## config.mk

```make
export PLATFORM = sky130hd
export DESIGN_NAME = nios_system_stream_to_onchip_writer_flat
export DESIGN_NICKNAME = d
export VERILOG_FILES = /design/src/rtl/nios_system_stream_to_onchip_writer_pkg.sv /design/src/rtl/nios_system_stream_to_onchip_writer_if.sv /design/src/rtl/nios_system_stream_to_onchip_writer_packer.sv /design/src/rtl/nios_system_stream_to_onchip_writer.sv /design/src/flat_wrapper.sv
export SDC_FILE = /design/constraint.sdc
export NUM_CORES = 1
export LEC_CHECK = 0
export ABC_CLOCK_PERIOD_IN_PS = 2800
export CAP_MARGIN = 10
export CORE_UTILIZATION = 28
export CTS_CLUSTER_DIAMETER = 80
export DETAILED_ROUTE_END_ITERATION = 8
export SLEW_MARGIN = 20
export SYNTH_ARGS = -nofsm -noshare
export SYNTH_HDL_FRONTEND = slang
export SYNTH_SLANG_ARGS = --single-unit
```

## constraint.sdc

```tcl
create_clock -name clk -period 2.8 [get_ports clk]
set_input_delay 0.56 -clock clk [delete_from_list [all_inputs] [get_ports clk]]
set_output_delay 0.56 -clock clk [all_outputs]
set_load 0.1 [all_outputs]
```

## src/rtl/nios_system_stream_to_onchip_writer_pkg.sv

```systemverilog
// Shared types and constants for the stream-to-onchip-memory writer.
// Lane helpers used by the byte packer.
package stream_writer_pkg;

  typedef enum logic [2:0] {
    S_IDLE,
    S_WAIT_SOP,
    S_RECV,
    S_WRITE,
    S_DRAIN,
    S_FINISH
  } state_e;

  localparam int BYTE_LANES = 4;
  localparam int LANE_IDX_W = 2;

  // Byte lanes [idx:0] set.
  function automatic logic [BYTE_LANES-1:0] lane_mask(
    input logic [LANE_IDX_W-1:0] idx
  );
    logic [BYTE_LANES-1:0] m;
    for (int i = 0; i < BYTE_LANES; i++) begin
      m[i] = (i <= int'(idx));
    end
    return m;
  endfunction

endpackage

```

## src/rtl/nios_system_stream_to_onchip_writer_if.sv

```systemverilog
// Byte stream sink plus Avalon-MM s2 write port of the memory loader.
// master = loader side, slave = source/memory side.
interface nios_system_stream_to_onchip_writer_if #(
  parameter int ADDR_WIDTH = 13
);
  logic [7:0]            in_data;
  logic                  in_valid;
  logic                  in_startofpacket;
  logic                  in_endofpacket;
  logic                  in_ready;
  logic [ADDR_WIDTH-1:0] mem_address;
  logic [3:0]            mem_byteenable;
  logic                  mem_chipselect;
  logic                  mem_write;
  logic [31:0]           mem_writedata;
  logic                  mem_clken;

  modport master (
    input  in_data, in_valid,
    input  in_startofpacket, in_endofpacket,
    output in_ready,
    output mem_address, mem_byteenable,
    output mem_chipselect, mem_write,
    output mem_writedata, mem_clken
  );

  modport slave (
    output in_data, in_valid,
    output in_startofpacket, in_endofpacket,
    input  in_ready,
    input  mem_address, mem_byteenable,
    input  mem_chipselect, mem_write,
    input  mem_writedata, mem_clken
  );
endinterface

```

## src/rtl/nios_system_stream_to_onchip_writer_packer.sv

```systemverilog
// Little-endian byte-to-word packer: pack register, lane index, byteenable.
// Unloaded lanes stay zero so the word can be written as-is.
module byte_lane_packer
  import stream_writer_pkg::*;
(
  input  logic                  clk,
  input  logic                  reset,
  input  logic                  load_i,
  input  logic                  clear_i,
  input  logic [7:0]            lane_byte_i,
  output logic [31:0]           data_o,
  output logic [BYTE_LANES-1:0] be_o,
  output logic                  last_lane_o
);

  logic [31:0]           data_q, data_d;
  logic [BYTE_LANES-1:0] be_q, be_d;
  logic [LANE_IDX_W-1:0] idx_q, idx_d;

  always_comb begin
    data_d = data_q;
    be_d   = be_q;
    idx_d  = idx_q;
    if (clear_i) begin
      data_d = '0;
      be_d   = '0;
      idx_d  = '0;
    end else if (load_i) begin
      data_d[{idx_q, 3'b000} +: 8] = lane_byte_i;
      be_d  = lane_mask(idx_q);
      idx_d = idx_q + LANE_IDX_W'(1);
    end
  end

  always_ff @(posedge clk or posedge reset) begin
    if (reset) begin
      data_q <= '0;
      be_q   <= '0;
      idx_q  <= '0;
    end else begin
      data_q <= data_d;
      be_q   <= be_d;
      idx_q  <= idx_d;
    end
  end

  assign data_o      = data_q;
  assign be_o        = be_q;
  assign last_lane_o = (idx_q == LANE_IDX_W'(BYTE_LANES - 1));

endmodule

```

## src/rtl/nios_system_stream_to_onchip_writer.sv

```systemverilog
// Packs an Avalon-ST byte stream into 32-bit words and writes them
// to on-chip memory port s2 from a programmed word address.
module nios_system_stream_to_onchip_writer
  import stream_writer_pkg::*;
#(
  parameter int ADDR_WIDTH = 13,
  parameter int DEPTH      = 8192
) (
  input  logic                  clk,
  input  logic                  reset,
  input  logic                  start,
  input  logic [ADDR_WIDTH-1:0] start_address,
  nios_system_stream_to_onchip_writer_if.master bus,
  output logic                  busy,
  output logic                  done,
  output logic                  overflow,
  output logic [ADDR_WIDTH:0]   words_written
);

  state_e                state_q;
  logic [ADDR_WIDTH-1:0] addr_q;
  logic [ADDR_WIDTH:0]   words_q;
  logic                  ovf_q;
  logic                  done_q;
  logic                  busy_q;
  logic                  rdy_q;
  logic                  wr_q;
  logic                  eop_q;

  logic                  accept;
  logic                  sop;
  logic                  eop;
  logic                  load;
  logic                  clear;
  logic                  at_top;
  logic                  last_lane;
  logic [31:0]           pack_data;
  logic [BYTE_LANES-1:0] pack_be;

  assign accept = bus.in_valid & rdy_q;
  assign sop    = bus.in_startofpacket;
  assign eop    = bus.in_endofpacket;
  assign at_top = (addr_q == ADDR_WIDTH'(DEPTH - 1));

  assign load  = accept & (((state_q == S_WAIT_SOP) & sop)
                           | (state_q == S_RECV));
  assign clear = ((state_q == S_IDLE) & start)
               | (state_q == S_WRITE);

  byte_lane_packer u_packer (
    .clk         (clk),
    .reset       (reset),
    .load_i      (load),
    .clear_i     (clear),
    .lane_byte_i (bus.in_data),
    .data_o      (pack_data),
    .be_o        (pack_be),
    .last_lane_o (last_lane)
  );

  always_ff @(posedge clk or posedge reset) begin
    if (reset) begin
      state_q <= S_IDLE;
      addr_q  <= '0;
      words_q <= '0;
      ovf_q   <= 1'b0;
      done_q  <= 1'b0;
      busy_q  <= 1'b0;
      rdy_q   <= 1'b0;
      wr_q    <= 1'b0;
      eop_q   <= 1'b0;
    end else begin
      done_q <= 1'b0;
      unique case (state_q)
        S_IDLE: begin
          if (start) begin
            state_q <= S_WAIT_SOP;
            addr_q  <= start_address;
            words_q <= '0;
            ovf_q   <= 1'b0;
            busy_q  <= 1'b1;
            rdy_q   <= 1'b1;
          end
        end
        S_WAIT_SOP: begin
          if (accept & sop) begin
            if (eop) begin
              state_q <= S_WRITE;
              rdy_q   <= 1'b0;
              wr_q    <= 1'b1;
              eop_q   <= 1'b1;
            end else begin
              state_q <= S_RECV;
            end
          end
        end
        S_RECV: begin
          if (accept & (eop | last_lane)) begin
            state_q <= S_WRITE;
            rdy_q   <= 1'b0;
            wr_q    <= 1'b1;
            eop_q   <= eop;
          end
        end
        S_WRITE: begin
          wr_q    <= 1'b0;
          words_q <= words_q + (ADDR_WIDTH+1)'(1);
          // Saturate at the top word; the address never wraps to 0.
          if (!at_top) addr_q <= addr_q + ADDR_WIDTH'(1);
          if (eop_q) begin
            state_q <= S_FINISH;
            done_q  <= 1'b1;
          end else if (at_top) begin
            state_q <= S_DRAIN;
            ovf_q   <= 1'b1;
            rdy_q   <= 1'b1;
          end else begin
            state_q <= S_RECV;
            rdy_q   <= 1'b1;
          end
        end
        S_DRAIN: begin
          if (accept & eop) begin
            state_q <= S_FINISH;
            rdy_q   <= 1'b0;
            done_q  <= 1'b1;
          end
        end
        S_FINISH: begin
          state_q <= S_IDLE;
          busy_q  <= 1'b0;
        end
        default: begin
          state_q <= S_IDLE;
          busy_q  <= 1'b0;
          rdy_q   <= 1'b0;
          wr_q    <= 1'b0;
        end
      endcase
    end
  end

  assign bus.in_ready       = rdy_q;
  assign bus.mem_address    = addr_q;
  assign bus.mem_byteenable = pack_be;
  assign bus.mem_writedata  = pack_data;
  assign bus.mem_chipselect = wr_q;
  assign bus.mem_write      = wr_q;
  assign bus.mem_clken      = 1'b1;

  assign busy          = busy_q;
  assign done          = done_q;
  assign overflow      = ovf_q;
  assign words_written = words_q;

endmodule

```

## src/flat_wrapper.sv

```systemverilog
// flat-port wrapper written by rule: the top's interface ports become plain ports
module nios_system_stream_to_onchip_writer_flat import stream_writer_pkg::*;
#(
  parameter int ADDR_WIDTH = 13,
  parameter int DEPTH      = 8192
)
  (clk, reset, start, start_address, busy, done, overflow, words_written, bus_in_data, bus_in_valid, bus_in_startofpacket, bus_in_endofpacket, bus_in_ready, bus_mem_address, bus_mem_byteenable, bus_mem_chipselect, bus_mem_write, bus_mem_writedata, bus_mem_clken);
  nios_system_stream_to_onchip_writer_if #(.ADDR_WIDTH(ADDR_WIDTH)) bus_i ();
  input  logic clk;
  input  logic reset;
  input  logic start;
  input  logic [ADDR_WIDTH-1:0] start_address;
  output logic busy;
  output logic done;
  output logic overflow;
  output logic [ADDR_WIDTH:0] words_written;
  input wire logic [$bits(bus_i.in_data)-1:0] bus_in_data;
  input wire logic [$bits(bus_i.in_valid)-1:0] bus_in_valid;
  input wire logic [$bits(bus_i.in_startofpacket)-1:0] bus_in_startofpacket;
  input wire logic [$bits(bus_i.in_endofpacket)-1:0] bus_in_endofpacket;
  output wire logic [$bits(bus_i.in_ready)-1:0] bus_in_ready;
  output wire logic [$bits(bus_i.mem_address)-1:0] bus_mem_address;
  output wire logic [$bits(bus_i.mem_byteenable)-1:0] bus_mem_byteenable;
  output wire logic [$bits(bus_i.mem_chipselect)-1:0] bus_mem_chipselect;
  output wire logic [$bits(bus_i.mem_write)-1:0] bus_mem_write;
  output wire logic [$bits(bus_i.mem_writedata)-1:0] bus_mem_writedata;
  output wire logic [$bits(bus_i.mem_clken)-1:0] bus_mem_clken;
  assign bus_i.in_data = bus_in_data;
  assign bus_i.in_valid = bus_in_valid;
  assign bus_i.in_startofpacket = bus_in_startofpacket;
  assign bus_i.in_endofpacket = bus_in_endofpacket;
  assign bus_in_ready = bus_i.in_ready;
  assign bus_mem_address = bus_i.mem_address;
  assign bus_mem_byteenable = bus_i.mem_byteenable;
  assign bus_mem_chipselect = bus_i.mem_chipselect;
  assign bus_mem_write = bus_i.mem_write;
  assign bus_mem_writedata = bus_i.mem_writedata;
  assign bus_mem_clken = bus_i.mem_clken;
  nios_system_stream_to_onchip_writer #(.ADDR_WIDTH(ADDR_WIDTH), .DEPTH(DEPTH)) u_core (.clk(clk), .reset(reset), .start(start), .start_address(start_address), .bus(bus_i), .busy(busy), .done(done), .overflow(overflow), .words_written(words_written));
endmodule
```

# --- Word-level counts from Yosys, hierarchy flattened ---
# Cells that the tools add are included.
classes:
  n_reduce_logical: 14
  muxes: 41
  n_shift: 2
  n_lt_le_gt_ge: 3
  n_eq_ne: 15
  add_sub_neg: 4
  bitwise_logic: 13
ops:
  columns: ["op", "n"]
  rows:
  - ["2-to-1 mux 32 bit", 2]
  - ["bitwise mux 32 bit", 1]
  - ["variable shift 8 x 7 -> 32 bit, first input constant", 1]
  - ["variable part select 8 x 7 -> 32 bit", 1]
  - ["one-hot mux 14 bit (2 select lines)", 1]
  - ["2-to-1 mux 13 bit", 2]
  - ["one-hot mux 13 bit (2 select lines)", 1]
  - ["2-to-1 mux 3 bit", 6]
  - ["2-to-1 mux 1 bit", 16]
  - ["AND reduction 4 bit", 4]
  - ["one-hot mux 3 bit (5 select lines)", 1]
  - ["adder 14 x 1 -> 14 bit, second input constant", 1]
  - ["2-to-1 mux 14 bit", 1]
  - ["adder 13 x 1 -> 13 bit, second input constant", 1]
  - ["equality test 13 bit, second input constant", 1]
  - ["!= test 2 bit, second input constant", 6]
  - ["2-to-1 mux 4 bit", 2]
  - ["one-hot mux 1 bit (2 select lines)", 4]
  - ["bitwise AND 1 bit", 7]
  - ["negator 5 -> 7 bit", 1]
  - ["AND reduction 7 bit", 1]
  - ["equality test 3 x 2 -> 1 bit, second input constant", 2]
  - ["equality test 3 bit, second input constant", 2]
  - ["one-hot mux 1 bit (6 select lines)", 1]
  - ["other kinds (16)", 26]
totals:
  out_inout_bits: 70
  word_cells: 104
  reg_bits: 74

# --- Logic depth before layout (Yosys ltp) ---
# Gate-level depths: netlist of the first run.
depth:
  depth_word: 6
  ltp_mapped: 8

# --- By module ---
# A second synthesis of the first run with hierarchy kept.
unflattened:
  hier_cells: 392
  hier_area_um2: 3913.8
by_module_without_submodules:
  columns: ["module", "cells_each", "instances", "area_per_inst_um2"]
  rows:
  - ["nios_system_stream_to_onchip_writer", 246, 1, 2163.3]
  - ["byte_lane_packer", 146, 1, 1750.4]

# --- Worst setup path after synthesis of the first run ---
# OpenSTA, ideal clock, no wires.
synth_path:
  kind: "register to register"
  startpoint: "register u_core.addr_q[0] (netlist: u_core.bus.mem_address[0])"
  endpoint: "register u_core.addr_q[5] (netlist: u_core.bus.mem_address[5])"
  t_arrival_ns: 2.544
  synth_period_minus_slack_ns: 2.670
  setup_time_ns: 0.126
  slack_ns: 0.130
  required_time_ns: 2.674
  n_path_buf: 3
  stages_incl_launch_ff: 9
  cell_sequence: "dfrtp_1 ha_1 and4_1 clkbuf_1 and4b_1 clkbuf_1 buf_2 nor3_1 o22a_1"
synth_between:
  elab_chain_cells: 3
  elab_cells_between_ends: 6
  classes_between: "1 x add/sub; 2 x eq/ne; 2 x mux; 1 x reduce/logical"
synth_rtl:
  columns: ["item", "line_no", "text"]
  rows:
  - ["from (decl)", "nios_system_stream_to_onchip_writer.sv:21", "logic [ADDR_WIDTH-1:0] addr_q;"]
  - ["from (signal assigned)", "nios_system_stream_to_onchip_writer.sv:78", "addr_q <= start_address;"]
  - ["from (signal assigned)", "nios_system_stream_to_onchip_writer.sv:109", "if (!at_top) addr_q <= addr_q + ADDR_WIDTH'(1);"]
  - ["adder 13 x 1 -> 13 bit or equality test 13 bit (tied branches)", "nios_system_stream_to_onchip_writer.sv:109, nios_system_stream_to_onchip_writer.sv:43", null]
  - ["2-to-1 mux 13 bit or != test 2 bit (tied branches)", null, null]
  - ["one-hot mux 13 bit (2 select lines) or AND reduction 3 bit (tied branches)", null, null]
# Parallel ways exist; a longest one is shown, timed or not. The select of a mux whose other input is x is not followed.
# A chain may end at the register's enable or synchronous reset.

# --- Worst setup path in the final report of the first run ---
layout_path:
  startpoint: "input port start"
  endpoint: "register u_core.u_packer.data_q[12] (netlist: u_core.u_packer.data_o[12])"
layout_between:
  elab_chain_cells: 3
  elab_cells_between_ends: 4
  classes_between: "1 x mux; 2 x bitwise; 1 x reduce/logical"
layout_rtl:
  columns: ["item", "line_no", "text"]
  rows:
  - ["from (decl)", "flat_wrapper.sv:11", "input logic start;"]
  - ["bitwise AND 1 bit (*)", "nios_system_stream_to_onchip_writer.sv:47", "assign clear = ((state_q == S_IDLE) & start)"]
  - ["OR 1 bit (*)", "nios_system_stream_to_onchip_writer.sv:48", "| (state_q == S_WRITE);"]
  - ["2-to-1 mux 32 bit or nonzero test 2 bit (tied branches)", null, null]
  - ["to (signal assigned)", "nios_system_stream_to_onchip_writer_packer.sv:41", "data_q <= data_d;"]
  - ["to (decl)", "nios_system_stream_to_onchip_writer_packer.sv:16", "logic [31:0] data_q, data_d;"]
# Mark *: on every way between the ends. The rest lies on a longest branch, timed or not.

==> flow_summary.yaml, run 1 <==
power:
  power-per-cell-area_nw_per_um2: 1260
  vdd_ir_drop_max_uv: 550
  p_total_mw: 6.26
  p_leak_nw: 2.26
floorplanning:
  rows: 41
  die_width_um: 117
  die_h_um: 117
  die-area_um2: 13600
  boundaryPins: 97
  core_um2: 12700
  start_util_pct: 28.9
route:
  routedWlPerCell_um: 16.4
  wl_um: 10300
  viasPerCell: 5.23
  ant_nets: 0
  drt_pass1_iterations: 6
  drc: 0
  drt_iter0_markers: 197
  vias: 3271
global_route:
  grt_max_degree: 37
  first_global_vias: 3135
  antenna_found_initial: 0
  overflow: 0
  grt_pass1_wl_um: 16400
  grt_usage_pct: 15.7
final_layout:
  final_common_cell: "buf_4"
  drive_above_1_share_pct: 23.1
  fin_nets: 485
  syn2layout_area_growth_pct: 35.5
  final_cell_mix: "81 x buf_4, 74 x dfrtp_1, 36 x a22o_1"
  n_antenna_cell: 0
  multi_input_area_um2: 1690
  fillCellCount: 1273
  regArea_um2: 1850
setup_path:
  critPathBufInv: 1
  rrSetupSlack_ns: 0.42
  worstPathCellList: "clkdlybuf4s50_1, or3b_1, a21oi_2, a21oi_1, a22o_1"
  cp_max_fo: 8
  reg2reg_from: "u_core.u_packer.idx_q[0]"
  r2r_cells: 5
  worstPathArrival_ns: 2.61
  cpLargestDelayFamily: "compound AO/OA/AOI/OAI gates"
  crit_path_end_kind: "register"
  required_ns: 3.02
  criticalPathCategory: "in2reg"
  startpoint_type: "input port"
  r2r-end: "u_core.u_packer.data_o[13]"
  cpPeakStageDelay_ns: 0.51
  crit_slowest_cell: "clkdlybuf4s50_1"
worst_hold_path:
  whs_endpoint: "u_core.u_packer.be_o[0]"
  min_from: "u_core.u_packer.be_o[0]"
  worstHoldPathCells: 1
  hold_class: "reg2reg"
timing:
  skew_ns: 0.00923
  slew_violations: 0
  max-slew-margin-rel_pct: 37.8
  rsz0062_at_grt: "false"
  period_share_pct: 85.3
  finalHoldViolCount: 0
  worstMarginPinSlew_ns: 0.930
  layout_min_cycle_time_ns: 2.39
  fmax_mhz: 419
  finalSetupViolations: 0
  final.setup.tns_ns: 0
cts:
  cts_hold_buf: 0
  clock_latency_ns: 0.34
  ctsResizeCount: 0
  cts_root_buf: "clkbuf_16"
  cts.sinks: 74
  cts-buffers-inserted: 9
  clkTransAtPathRegs_ns: 0.06
  cts_max_level: 3
  cts_tree: "yes"
  clock_path_buffers: 2
  post_cts_buffers: 0
synth:
  ys_seq_area_share_pct: 50.4
  synthDominantCellAreaShare_pct: 50.4
  synth_warnings: 0
  syn_avg_cell_area_um2: 10.4
  synth_fp_nets: 390
  syn_inst: 354
  synthArstFlopShare_pct: 100
  netlist_area_um2: 3680
  synth_top_cell_by_area: "dfrtp_1"
  yosys_register_bits: 74
  synth_cell_types: 55
  synth_edf_count: 0
  synth.area.top_cells: "dfrtp_1 50%, a22o_1 8.6%, ha_1 3.1%"
  ys.flop_type: "dfrtp_1"
placement:
  portBuffers: 95
  globalplace.congestion: 0.799
  dp_hpwl_um: 7270
status:
  status: "finished, final reports clean"
run:
  drv_cap: 0
[cells in the mapped netlist, drive strengths merged, types with 4 or more instances]
cell type,instances
a31oi,7
o211ai,6
dfrtp,74
nor2,15
inv,8
buf,8
o22a,4
a2bb2oi,8
nand4,4
a22o,36
nand2b,5
and2,4
nand3,11
or4,6
a211oi,5
nor3,13
clkbuf,16
and3,5
ha,9
nand2,21
o31ai,6
o21ai,17
a21oi,20
[routing by layer]
metal	up-vias	routed length (um)	global-route usage [%]
li1	1540	-	-
met1	1611	4740	21.1
met2	110	4790	24.8
met3	10	691	4.26
met4	0	80	4.30
met5	-	0	0
[flip-flops by register name, summed over array words and instances, names as in the netlist, 2 cells and up]
name,count
u_core.state_q,3
u_core.bus.mem_address,13
u_core.u_packer.be_o,4
u_core.words_written,14
u_core.u_packer.data_o,32
u_core.u_packer.idx_q,2
[kinds of logic (layout without fill, tap and decap cells)]
family / Yosys count / in the layout / synth area share (%)
other: 1 / 1 / 0.102
multiplexers: 2 / 2 / 0.578
AND/OR/NAND/NOR: 104 / 104 / 15.9
flip-flops: 74 / 74 / 50.4
adder cells (fa/ha/maj): 9 / 9 / 3.06
buffers and inverters: 32 / 132 / 3.67
XOR/XNOR: 4 / 4 / 0.953
AO/OA/AOI/OAI: 128 / 128 / 25.4
[metrics by stage]
step	cells	worst slack, ns	cell area, um2	util, %	hold WS (ns)
floorplan	354	0.130	3680	-	0.525
global placement	610	0.122	4680	36.8	0.469
detailed placement	610	0.0572	4680	36.8	0.475
CTS	626	0.398	4980	39.2	0.490
global route	626	0.204	4980	39.2	0.530
finish	626	0.412	4980	39.2	0.483
[power breakdown]
| part | internal (mW) | total, mW | switching [mW] |
|---|---|---|---|
| sequential | 1.32 | 1.63 | 0.317 |
| combinational | 0.894 | 3.42 | 2.53 |
| clock | 0.706 | 1.21 | 0.500 |
| total | 2.92 | 6.26 | 3.35 |
[worst max-delay path by stage]
stage / start / to / depth (start not counted)
after detailed placement: start / u_core.u_packer.data_o[13] / 5
after global routing: u_core.state_q[1] / u_core.u_packer.data_o[13] / 4
after floorplan: u_core.bus.mem_address[0] / u_core.bus.mem_address[5] / 8
after global placement: start / u_core.u_packer.data_o[8] / 5
after CTS: u_core.u_packer.idx_q[0] / u_core.u_packer.data_o[8] / 5
final: start / u_core.u_packer.data_o[12] / 5
[cell type report]
class                      count  share of cell area (%)
tap                          172                    4.32
clock inverter                 7                    1.66
timing repair buffer         108                    17.8
inverter                       8                   0.603
sequential                    74                    37.2
multi-input combinational    248                    33.9
clock buffer                   9                    4.52
Power figures use the tool's default switching activity.
==> run 2: changes to the inputs <==
--- a/config.mk
+++ b/config.mk
@@ -13,4 +13,5 @@
 export SLEW_MARGIN = 20
 export SYNTH_ARGS = -nofsm -noshare
 export SYNTH_HDL_FRONTEND = slang
+export SYNTH_HIERARCHICAL = 1
 export SYNTH_SLANG_ARGS = --single-unit
==> flow_summary.yaml, run 2 <==
status:
  status: "finished, final reports clean"
synth:
  yosys_register_bits: 74
  syn_avg_cell_area_um2: 9.98
  synth.area.top_cells: "dfrtp_1 47%, nand2_1 4.3%, o32ai_2 4.2%"
  synth_warnings: 6
  ys_seq_area_share_pct: 47.3
  synth_edf_count: 0
  synthArstFlopShare_pct: 100
  synth_top_cell_by_area: "dfrtp_1"
  synth_fp_nets: 427
  netlist_area_um2: 3910
  synth_cell_types: 66
  synth_commonest_cells: "74 x dfrtp_1, 45 x nand2_1, 27 x inv_1"
  yosysMostFrequentCell: "dfrtp_1"
  syn_inst: 392
  ys.flop_type: "dfrtp_1"
  synthDominantCellAreaShare_pct: 47.3
floorplanning:
  core_um2: 13500
  start_util_pct: 29.1
  die_width_um: 120
  boundaryPins: 97
  die_h_um: 120
  rows: 42
  die-area_um2: 14500
setup_path:
  cp_max_fo: 9
  criticalPathCategory: "in2reg"
  crit_path_end_kind: "register"
  startpoint_type: "input port"
  reg2reg_from: "u_core/state_q[1]"
  r2r_cells: 6
  r2r-end: "u_core/u_packer/data_o[5]"
  worstPathArrival_ns: 2.61
  rrSetupSlack_ns: 0.49
  required_ns: 3.00
cts:
  post_cts_buffers: 0
  cts_hold_buf: 0
  cts_max_level: 3
  cts.sinks: 74
  clock_path_buffers: 2
  cts_root_buf: "clkbuf_16"
  ctsResizeCount: 0
  cts_tree: "yes"
  clock_latency_ns: 0.34
  clkTransAtPathRegs_ns: 0.06
  cts-buffers-inserted: 9
global_route:
  first_global_vias: 3284
  grt_usage_pct: 15.6
  antenna_found_initial: 0
  grt_pass1_wl_um: 17400
  overflow: 0
  grt_max_degree: 39
timing:
  slew_violations: 0
  finalHoldViolCount: 0
  rsz0062_at_grt: "false"
  worstMarginPinSlew_ns: 0.808
  fmax_mhz: 414
  layout_min_cycle_time_ns: 2.42
  max-slew-margin-rel_pct: 46.1
  finalSetupViolations: 0
  fin_ws_ns: 0.383
  skew_ns: 0.00696
  final.setup.tns_ns: 0
  period_share_pct: 86.3
route:
  ant_nets: 0
  routedWlPerCell_um: 16.5
  viasPerCell: 5.24
  drt_iter0_markers: 170
  drc: 0
  drt_pass1_iterations: 4
  wl_um: 11000
  vias: 3507
final_layout:
  drive_above_1_share_pct: 23.9
  fin_nets: 523
  final_util_pct: 38.7
  n_antenna_cell: 0
  final_common_cell: "buf_4"
  final_cell_mix: "85 x buf_4, 74 x dfrtp_1, 45 x nand2_1"
  largest_register_ffs: 32
  syn2layout_area_growth_pct: 33.0
worst_hold_path:
  worstHoldPathCells: 2
  whs_endpoint: "u_core/busy"
  min_from: "u_core/busy"
  hold_class: "reg2reg"
power:
  internal_power_mw: 3.07
  power_switching_mw: 3.78
  vdd_ir_drop_max_uv: 639
  p_seq_share_pct: 25.3
  p_leak_nw: 2.27
  p_clk_share_pct: 16.8
  power-per-cell-area_nw_per_um2: 1320
  swShare_pct: 55.2
  power_frac_comb_pct: 57.9
placement:
  portBuffers: 95
  dp_hpwl_um: 7860
  globalplace.congestion: 0.832
  post-place-ws_ns: 0.0182
run:
  drv_cap: 0
run 2: cell types whose count changed after synthesis, sizes merged, moves of 5 or more:
cell and delta:
and3 -5, a22o -34, nand3 +8, a2bb2oi -5, nand2 +24, or3 +7
buf +7, o21ai -7, o32ai +16, a32o +15, nor3 -12, inv +19
run 2: cell type report:
class	instances	area, um2
Fill cell	1355	8250
Sequential cell	74	1850
Multi-Input combinational cell	264	1820
Timing Repair Buffer	112	918
Clock buffer	10	229
Tap cell	176	220
Inverter	27	101
Clock inverter	6	67.6
run 2: worst max-delay path, cell delays in order:
cell             delay [ns]
clkdlybuf4s50_1        0.51
or3b_1                 0.38
a21o_1                 0.18
inv_1                  0.29
buf_4                  0.21
a21o_1                 0.34
o32ai_2                0.15
run 2: worst max-delay path by stage:
stage | from | to | slack (ns) | cells after the start
5_1_grt | start | u_core/u_packer/data_o[5] | 0.29 | 7
3_3_place_gp | start | u_core/u_packer/data_o[7] | 0.10 | 7
6_report | start | u_core/u_packer/data_o[5] | 0.38 | 7
4_1_cts | start | u_core/u_packer/data_o[5] | 0.38 | 7
2_1_floorplan | u_core/bus.mem_address[0] | u_core/bus.mem_address[1] | 0.16 | 5
3_5_place_dp | start | u_core/u_packer/data_o[5] | 0.02 | 7
run 2: layer usage:
| metal | global-route usage, % | part of all wire (%) | vias up |
|---|---|---|---|
| li1 | - | - | 1647 |
| met3 | 3.54 | 4.5 | 8 |
| met2 | 24.7 | 49 | 89 |
| met1 | 20.6 | 45 | 1763 |
| met4 | 5.79 | 1.1 | 0 |
| met5 | 0 | 0 | - |
run 2: kinds of logic (layout without fill, tap and decap cells):
kind of cell,after synthesis,after routing,share of synthesized area [%]
AND/OR/NAND/NOR,134,134,18.1
adder cells (fa/ha/maj),8,8,2.56
other,1,1,0.0958
multiplexers,5,5,1.31
XOR/XNOR,3,3,0.671
flip-flops,74,74,47.3
buffers and inverters,54,155,6.30
AO/OA/AOI/OAI,113,113,23.7
run 2: through the flow:
stage	power (mW)	hold WS [ns]	instance area, um2	instances
2_1_floorplan	4.78	0.543	3910	392
3_3_place_gp	5.64	0.481	4910	653
3_5_place_dp	5.71	0.474	4910	653
4_1_cts	6.89	0.487	5200	669
5_1_grt	7.20	0.506	5200	669
6_report	6.84	0.477	5200	669
run 2: power by group through the flow:
stage	Clock [mW]	Sequential (mW)	Combinational, mW
finish	1.15	1.73	3.96
global placement	0	1.74	3.91
floorplan	0	3.29	1.49
CTS	1.19	1.73	3.97
detailed placement	0	1.75	3.95
global route	1.24	1.79	4.17
==> run 3: changes to the inputs <==
--- a/config.mk
+++ b/config.mk
@@ -7,6 +7,7 @@
 export LEC_CHECK = 0
 export ABC_CLOCK_PERIOD_IN_PS = 2800
 export CAP_MARGIN = 10
+export CORE_MARGIN = 3
 export CORE_UTILIZATION = 28
 export CTS_CLUSTER_DIAMETER = 80
 export DETAILED_ROUTE_END_ITERATION = 8
==> flow_summary.yaml, run 3 (synthesis gave the netlist of run 2 again) <==
status:
  status: "finished, final reports clean"
run:
  drv_cap: 0
final_layout:
  final_cell_mix: "85 x buf_4, 74 x dfrtp_1, 45 x nand2_1"
  n_antenna_cell: 0
  drive_above_1_share_pct: 24.1
  final_util_pct: 39.2
  syn2layout_area_growth_pct: 34.8
  final_area_um2: 5270
  final_common_cell: "buf_4"
  largest_register_ffs: 32
  fin_nets: 523
route:
  viasPerCell: 5.22
  drt_pass1_iterations: 4
  drc: 0
  ant_nets: 0
  wl_um: 11100
  vias: 3490
  drt_iter0_markers: 249
  routedWlPerCell_um: 16.6
setup_path:
  rrSetupSlack_ns: 0.46
  r2r-end: "u_core/u_packer/data_o[7]"
  crit_path_end_kind: "register"
  reg2reg_from: "u_core/state_q[0]"
  criticalPathCategory: "in2reg"
  worstPathArrival_ns: 2.64
  r2r_cells: 6
  endpoint: "u_core/u_packer/data_o[7]"
  cp_max_fo: 11
  worstSetupStartpoint: "start"
  startpoint_type: "input port"
  required_ns: 2.99
floorplanning:
  boundaryPins: 97
  rows: 42
  die-area_um2: 15400
  start_util_pct: 29.1
  core_um2: 13500
  die_h_um: 124
  die_width_um: 124
global_route:
  grt_usage_pct: 14.4
  overflow: 0
  antenna_found_initial: 0
  grt_pass1_wl_um: 18400
  grt_max_degree: 39
  first_global_vias: 3436
placement:
  post-place-ws_ns: -0.00859
  dp_hpwl_um: 8140
  globalplace.congestion: 0.808
  place_area_um2: 4910
  portBuffers: 95
timing:
  slew_violations: 0
  finalSetupViolations: 0
  layout_min_cycle_time_ns: 2.45
  max-slew-margin-rel_pct: 48.6
  fmax_mhz: 408
  skew_ns: 0.00425
  period_share_pct: 87.6
  fin_ws_ns: 0.349
  finalHoldViolCount: 0
  worstMarginPinSlew_ns: 0.771
  final.setup.tns_ns: 0
  rsz0062_at_grt: "false"
cts:
  cts_max_level: 3
  ctsResizeCount: 0
  cts_tree: "yes"
  clock_path_buffers: 2
  cts-buffers-inserted: 9
  cts_hold_buf: 0
  cts.sinks: 74
  cts_root_buf: "clkbuf_16"
  clock_latency_ns: 0.33
  post_cts_buffers: 0
  clkTransAtPathRegs_ns: 0.06
worst_hold_path:
  hold_class: "reg2reg"
power:
  power-per-cell-area_nw_per_um2: 1340
  p_leak_nw: 2.31
  vdd_ir_drop_max_uv: 785
  p_total_mw: 7.09
run 3: changes by cell type in the layout (fill, tap and decap cells not counted), sizes merged:
cell,change
bufinv,+3
clkbuf,-1
clkinv,-1
clkinvlp,-1
run 3: through the flow:
stage,hold WS (ns),cells
2_1_floorplan,0.543,392
5_1_grt,0.507,669
3_5_place_dp,0.473,653
3_3_place_gp,0.485,653
6_report,0.483,669
4_1_cts,0.487,669
run 3: power breakdown:
group | switching, mW | internal [mW] | leakage (nW)
Sequential | 0.387 | 1.35 | 0.974
Clock | 0.452 | 0.960 | 0.176
Combinational | 2.91 | 1.03 | 1.16
run 3: worst min path at each step:
stage / to / slack, ns / cells past startpoint / startpoint
4_1_cts: u_core/busy / 0.49 / 2 / u_core/busy
3_5_place_dp: u_core/busy / 0.47 / 2 / u_core/busy
5_1_grt: u_core/u_packer/data_o[8] / 0.51 / 1 / u_core/u_packer/data_o[8]
2_1_floorplan: u_core/eop_q / 0.54 / 1 / u_core/eop_q
6_report: u_core/busy / 0.48 / 2 / u_core/busy
3_3_place_gp: u_core/u_packer/data_o[8] / 0.48 / 1 / u_core/u_packer/data_o[8]
run 3: critical path, cell delays in order:
cell and delay (ns):
clkdlybuf4s50_1 0.49, or3b_1 0.37, a21o_1 0.18, inv_1 0.31, buf_4 0.23, a21o_1 0.34
o32ai_2 0.15
run 3: metal layers:
metal | wire [um] | share of wire (%) | track usage [%]
met2 | 5470 | 49 | 23.0
met4 | 166 | 1.5 | 5.35
met5 | 0 | 0 | 0
met1 | 5100 | 46 | 19.5
met3 | 375 | 3.4 | 2.84
run 3: area by class of cell:
class / instances / area (um2)
repair buffers: 112 / 918
inverters: 27 / 101
flip-flops and latches: 74 / 1850
fillers: 1363 / 8180
clock inverters: 7 / 141
well taps: 176 / 220
clock buffers: 9 / 225
multi-input cells: 264 / 1820
==> variant 1: new RTL, settings of run 3 <==
Change the package constant `LANE_IDX_W` from 2 to 3.
--- a/src/rtl/nios_system_stream_to_onchip_writer_pkg.sv
+++ b/src/rtl/nios_system_stream_to_onchip_writer_pkg.sv
@@ -12,7 +12,7 @@
   } state_e;
 
   localparam int BYTE_LANES = 4;
-  localparam int LANE_IDX_W = 2;
+  localparam int LANE_IDX_W = 3;
 
   // Byte lanes [idx:0] set.
   function automatic logic [BYTE_LANES-1:0] lane_mask(
Formal check against the unedited RTL: same outputs for any inputs over 4 cycles, from zero or initial values and one cycle with reset high; that may be too few to reach the edited logic, so the function may still have changed.
==> variant 1 against run 3 <==
  * Wire length decreased by 3.2%
  * Synthesized cell count increased by 1.0%
  * Utilization decreased by 0.43 points
  * Final cell count increased by 1.2%
  * Sequential share of layout area increased by 0.87 points
  * Design area decreased by 1.1%
  * Setup slack improved by 0.0067 ns
  * Sequential cell count increased by 1
  * Power decreased by 3.9%
  * Area after synthesis about the same
  * Largest cell class unchanged
==> variant 1: results (changes against run 3) <==
<table>
<tr><th>Metric</th><th>Value</th></tr>
<tr><th colspan="2">Status</th></tr>
<tr><td>Status</td><td>finished, final reports clean (unchanged)</td></tr>
<tr><th colspan="2">STA</th></tr>
<tr><td>Fin Clk Skew</td><td>0.00494 ns (was 0.00425 ns)</td></tr>
<tr><td>Max transition margin</td><td>47.5% (was 48.6%)</td></tr>
<tr><th colspan="2">Global routing</th></tr>
<tr><td>Number of antenna violations at the first check in global routing</td><td>0 (unchanged)</td></tr>
<tr><td>Total global-route track usage</td><td>14.0% (was 14.4%)</td></tr>
<tr><td>Vias in the first global route</td><td>3346 (was 3436)</td></tr>
<tr><td>Global-route wire length before repair</td><td>17.8 mm (was 18.4 mm)</td></tr>
<tr><th colspan="2">Placement</th></tr>
<tr><td>Number of placed instances, taps included</td><td>661 (was 653)</td></tr>
<tr><td>DP Worst Slack</td><td>0.0424 ns (was -0.00859 ns)</td></tr>
<tr><td>Gp weighted congestion</td><td>0.839 (was 0.808)</td></tr>
<tr><th colspan="2">Synthesis</th></tr>
<tr><td>Sequential share of the synthesized area</td><td>47.9% (was 47.3%)</td></tr>
<tr><td>Largest cells by area after synthesis</td><td>dfrtp_1 (48%), a22o_1 (4.0%), nand2_1 (3.8%) (was dfrtp_1 (47%), nand2_1 (4.3%), o32ai_2 (4.2%))</td></tr>
<tr><td>Synthesized instance count</td><td>396 (was 392)</td></tr>
<tr><td>Post-synth net total</td><td>431 (was 427)</td></tr>
<tr><th colspan="2">Final layout</th></tr>
<tr><td>Final net count</td><td>531 (was 523)</td></tr>
<tr><td>Non-Filler Instances</td><td>677 (was 669)</td></tr>
<tr><td>Share of layout cells above drive strength 1</td><td>22.8% (was 24.1%)</td></tr>
<tr><td>Filler Cells Inserted</td><td>1370 (was 1363)</td></tr>
<tr><th colspan="2">Setup path</th></tr>
<tr><td>Critical path arrival</td><td>2.71 ns (was 2.64 ns)</td></tr>
<tr><td>Worst path max stage delay</td><td>0.56 ns (was 0.49 ns)</td></tr>
<tr><td>Top fanout value on the critical path</td><td>10 (was 11)</td></tr>
<tr><td>Top Family by Delay on Critical Path</td><td>simple AND/OR/NAND/NOR gates (was buffers and inverters)</td></tr>
<tr><td>Slowest-stage cell, CP</td><td>dfrtp_1 (was clkdlybuf4s50_1)</td></tr>
<tr><th colspan="2">Route</th></tr>
<tr><td>Vias per std cell</td><td>5.18 (was 5.22)</td></tr>
<tr><td>Drt first-iter violations</td><td>267 (was 249)</td></tr>
<tr><td>Post-detailed-route wirelength per cell</td><td>15.9 um (was 16.6 um)</td></tr>
<tr><td>Drt first pass iters</td><td>4 (unchanged)</td></tr>
<tr><th colspan="2">Power and ir drop</th></tr>
<tr><td>Leakage power of the design</td><td>2.34 nW (was 2.31 nW)</td></tr>
</table>
-- variant 1: through the flow --
stage	util (%)	power, mW
after CTS	38.8	6.87
after global routing	38.8	7.18
final	38.8	6.81
after floorplan	-	4.80
after global placement	36.6	5.68
after detailed placement	36.6	5.73
-- variant 1: worst paths after layout --
check / slack (ns) / to / cells past startpoint / from
max: 0.36 / u_core/u_packer/data_o[6] / 6 / u_core/u_packer/idx_q[0]
min: 0.48 / u_core/u_packer/data_o[23] / 2 / u_core/u_packer/data_o[23]
max reg2reg: 0.36 / u_core/u_packer/data_o[6] / 6 / u_core/u_packer/idx_q[0]
min reg2reg: 0.48 / u_core/u_packer/data_o[23] / 2 / u_core/u_packer/data_o[23]
max in group asynchronous: 1.79 / u_core/u_packer/data_o[7] / 3 / reset
min in group asynchronous: 0.66 / u_core/u_packer/be_o[3] / 3 / reset
-- variant 1: worst reg2reg max path: stages, from the launching register on --
cell and delay, ns:
dfrtp_1 0.56, inv_1 0.13, ha_1 0.22, ha_1 0.39
nor4bb_1 0.32, and2_1 0.50, mux2i_1 0.26
-- variant 1: power by group --
part           leakage (nW)  switching [mW]  internal, mW
Combinational          1.22            2.91          1.03
Sequential            0.987           0.387          1.37
Clock                 0.131           0.486         0.630
-- variant 1: kinds of logic after synthesis --
logic type | after synthesis | synth area share, %
AOI/OAI and AO/OA | 107 | 20.0
xor gates and xnor gates | 4 | 0.894
adders and majority gates | 8 | 2.56
buffers and inverters | 43 | 4.98
DFF | 75 | 47.9
muxes | 12 | 3.10
other | 1 | 0.0957
and+or+nand+nor | 146 | 20.4
-- variant 1: final cells by class --
| type | count | area, um^2 | area share, % |
|---|---|---|---|
| clock inverters | 6 | 48.8 | 0.935 |
| well taps | 176 | 220 | 4.22 |
| flip-flops and latches | 75 | 1880 | 36.0 |
| multi-input cells | 278 | 1850 | 35.5 |
| repair buffers | 112 | 906 | 17.4 |
| clock buffers | 10 | 239 | 4.58 |
| inverters | 20 | 75.1 | 1.44 |
-- variant 1: per-layer routing --
layer / vias up / wire length, um / track usage (%)
li1: 1665 / - / -
met1: 1701 / 4940 / 18.6
met2: 128 / 4880 / 21.2
met3: 16 / 757 / 5.40
met4: 0 / 180 / 4.13
met5: - / 0 / 0
==> variant 2: new RTL, flow settings as in run 3 <==
Without the edit above. The 6 states of `state_e` get a Gray code encoding in 3 bits.
--- a/src/rtl/nios_system_stream_to_onchip_writer_pkg.sv
+++ b/src/rtl/nios_system_stream_to_onchip_writer_pkg.sv
@@ -3,12 +3,12 @@
 package stream_writer_pkg;
 
   typedef enum logic [2:0] {
-    S_IDLE,
-    S_WAIT_SOP,
-    S_RECV,
-    S_WRITE,
-    S_DRAIN,
-    S_FINISH
+    S_IDLE     = 3'b000,
+    S_WAIT_SOP = 3'b001,
+    S_RECV     = 3'b011,
+    S_WRITE    = 3'b010,
+    S_DRAIN    = 3'b110,
+    S_FINISH   = 3'b111
   } state_e;
 
   localparam int BYTE_LANES = 4;
Function: same outputs for any inputs over 4 cycles, from zero or initial values and one cycle with reset high; so few cycles prove little.
==> variant 2 against run 3 <==
  * Via count fell by 0.32%
  * Area after synthesis rose by 0.42%
  * Wire length rose by 2.1%
  * Setup slack improved by 0.17 ns
  * Critical path depth did not move
  * Sequential cell count did not move
  * Count of clock-buffer cells in the layout did not move
  * Design area fell by 1.4%
  * Register-to-register slack improved by 0.10 ns
  * Critical path type unchanged
Power is not compared: it rests on default switching activity, and its combinational part moved more than twofold at a synthesized area within 25%.
==> variant 2: results (changes against run 3) <==
<table>
<tr><th>Metric</th><th>Value</th></tr>
<tr><th colspan="2">Status</th></tr>
<tr><td>Status</td><td>finished, final reports clean (unchanged)</td></tr>
<tr><th colspan="2">Route</th></tr>
<tr><td>Routed via count</td><td>3479 (was 3490)</td></tr>
<tr><td>Post-detailed-route wirelength per cell</td><td>17.3 um (was 16.6 um)</td></tr>
<tr><td>Wire length after detailed routing</td><td>11.3 mm (was 11.1 mm)</td></tr>
<tr><th colspan="2">Global routing</th></tr>
<tr><td>Total global-route track usage</td><td>14.6% (was 14.4%)</td></tr>
<tr><td>Vias in the first global route</td><td>3401 (was 3436)</td></tr>
<tr><td>Global-route wire length before repair</td><td>18.5 mm (was 18.4 mm)</td></tr>
<tr><td>Pin count of the biggest net entering global routing</td><td>39 (unchanged)</td></tr>
<tr><th colspan="2">Synthesis</th></tr>
<tr><td>Largest cells by area after synthesis</td><td>dfrtp_1 (47%), a32o_1 (4.3%), o32ai_2 (4.1%) (was dfrtp_1 (47%), nand2_1 (4.3%), o32ai_2 (4.2%))</td></tr>
<tr><td>Count of unique library cells instantiated by Yosys</td><td>61 (was 66)</td></tr>
<tr><td>Post-synth net total</td><td>419 (was 427)</td></tr>
<tr><td>Sequential share of the synthesized area</td><td>47.1% (was 47.3%)</td></tr>
<tr><td>Synthesized area per cell</td><td>10.2 um^2 (was 9.98 um^2)</td></tr>
<tr><th colspan="2">Final layout</th></tr>
<tr><td>Final net count</td><td>511 (was 523)</td></tr>
<tr><td>Share of layout cells above drive strength 1</td><td>25.2% (was 24.1%)</td></tr>
<tr><th colspan="2">STA</th></tr>
<tr><td>Slew at the pin closest to its max-slew limit</td><td>0.781 ns (was 0.771 ns)</td></tr>
<tr><td>Share of the cycle needed by the critical path after routing</td><td>81.6% (was 87.6%)</td></tr>
<tr><td>Fin Clk Skew</td><td>0.00658 ns (was 0.00425 ns)</td></tr>
<tr><td>WHS</td><td>0.487 ns (was 0.483 ns)</td></tr>
<tr><th colspan="2">Placement</th></tr>
<tr><td>Instance area after placement</td><td>0.00489 mm^2 (was 0.00491 mm^2)</td></tr>
<tr><td>Number of placed instances, taps included</td><td>641 (was 653)</td></tr>
<tr><td>Detailed-placement wirelength estimate</td><td>8.26 mm (was 8.14 mm)</td></tr>
<tr><td>DP Worst Slack</td><td>0.195 ns (was -0.00859 ns)</td></tr>
<tr><th colspan="2">Setup path</th></tr>
<tr><td>Worst R2R Setup Slack</td><td>0.56 ns (was 0.46 ns)</td></tr>
<tr><td>Top fanout value on the critical path</td><td>8 (was 11)</td></tr>
<tr><td>CP Launch Point</td><td>start (unchanged)</td></tr>
<tr><td>Reg-to-reg startpoint</td><td>u_core/u_packer/idx_q[1] (was u_core/state_q[0])</td></tr>
<tr><td>Critical path arrival</td><td>2.55 ns (was 2.64 ns)</td></tr>
<tr><th colspan="2">Power and ir drop</th></tr>
<tr><td>Maximum vdd drop</td><td>~240 uV</td></tr>
<tr><td>Overall power consumption</td><td>roughly 2.6 mW</td></tr>
</table>
[variant 2: cell types whose count changed in the layout (fill, tap and decap cells not counted), sizes merged, moves of 3 or more]
cell,run 3,this run
a21oi,22,11
o21ai,10,20
nor3,1,10
or3,8,0
nand2,45,38
and3,0,6
nand3,19,13
mux2i,4,9
a2bb2oi,3,7
nand4,5,9
or4,7,3
a21o,5,2
buf,86,83
bufinv,4,1
[variant 2: layer usage]
layer | share of wire [%] | track usage, %
met1 | 45 | 19.5
met2 | 49 | 23.1
met3 | 4.7 | 3.64
met4 | 1.3 | 4.71
met5 | 0 | 0
[variant 2: worst max-delay path, cell delays in order]
cell             delay, ns
clkdlybuf4s50_1       0.46
nor4b_2               0.19
nor2_1                0.15
inv_1                 0.16
buf_4                 0.20
a21oi_1               0.58
a32o_1                0.23
[variant 2: final timing paths]
kind                                              end  cells past startpoint
setup / recovery           u_core/u_packer/data_o[28]                      7
min in group asynchronous     u_core/words_written[8]                      3
max in group asynchronous   u_core/bus.mem_address[2]                      3
hold / removal                            u_core/busy                      2
setup reg to reg           u_core/u_packer/data_o[28]                      4
hold reg to reg                           u_core/busy                      2
[variant 2: cell families after synthesis]
| kind of cell | after synthesis | synth area share [%] |
|---|---|---|
| AOI/OAI and AO/OA | 112 | 23.5 |
| DFF | 74 | 47.1 |
| and+or+nand+nor | 127 | 18.0 |
| adders and majority gates | 8 | 2.55 |
| xor gates and xnor gates | 1 | 0.223 |
| other | 1 | 0.0954 |
| buffers and inverters | 51 | 5.95 |
| muxes | 10 | 2.58 |
[variant 2: final cells by class]
cell class                      count  area, um^2
Clock buffer                        9         225
Clock inverter                      7        83.8
Fill cell                        1293        8310
Inverter                           23        86.3
Multi-Input combinational cell    259        1850
Sequential cell                    74        1850
Tap cell                          176         220
Timing Repair Buffer              109         883
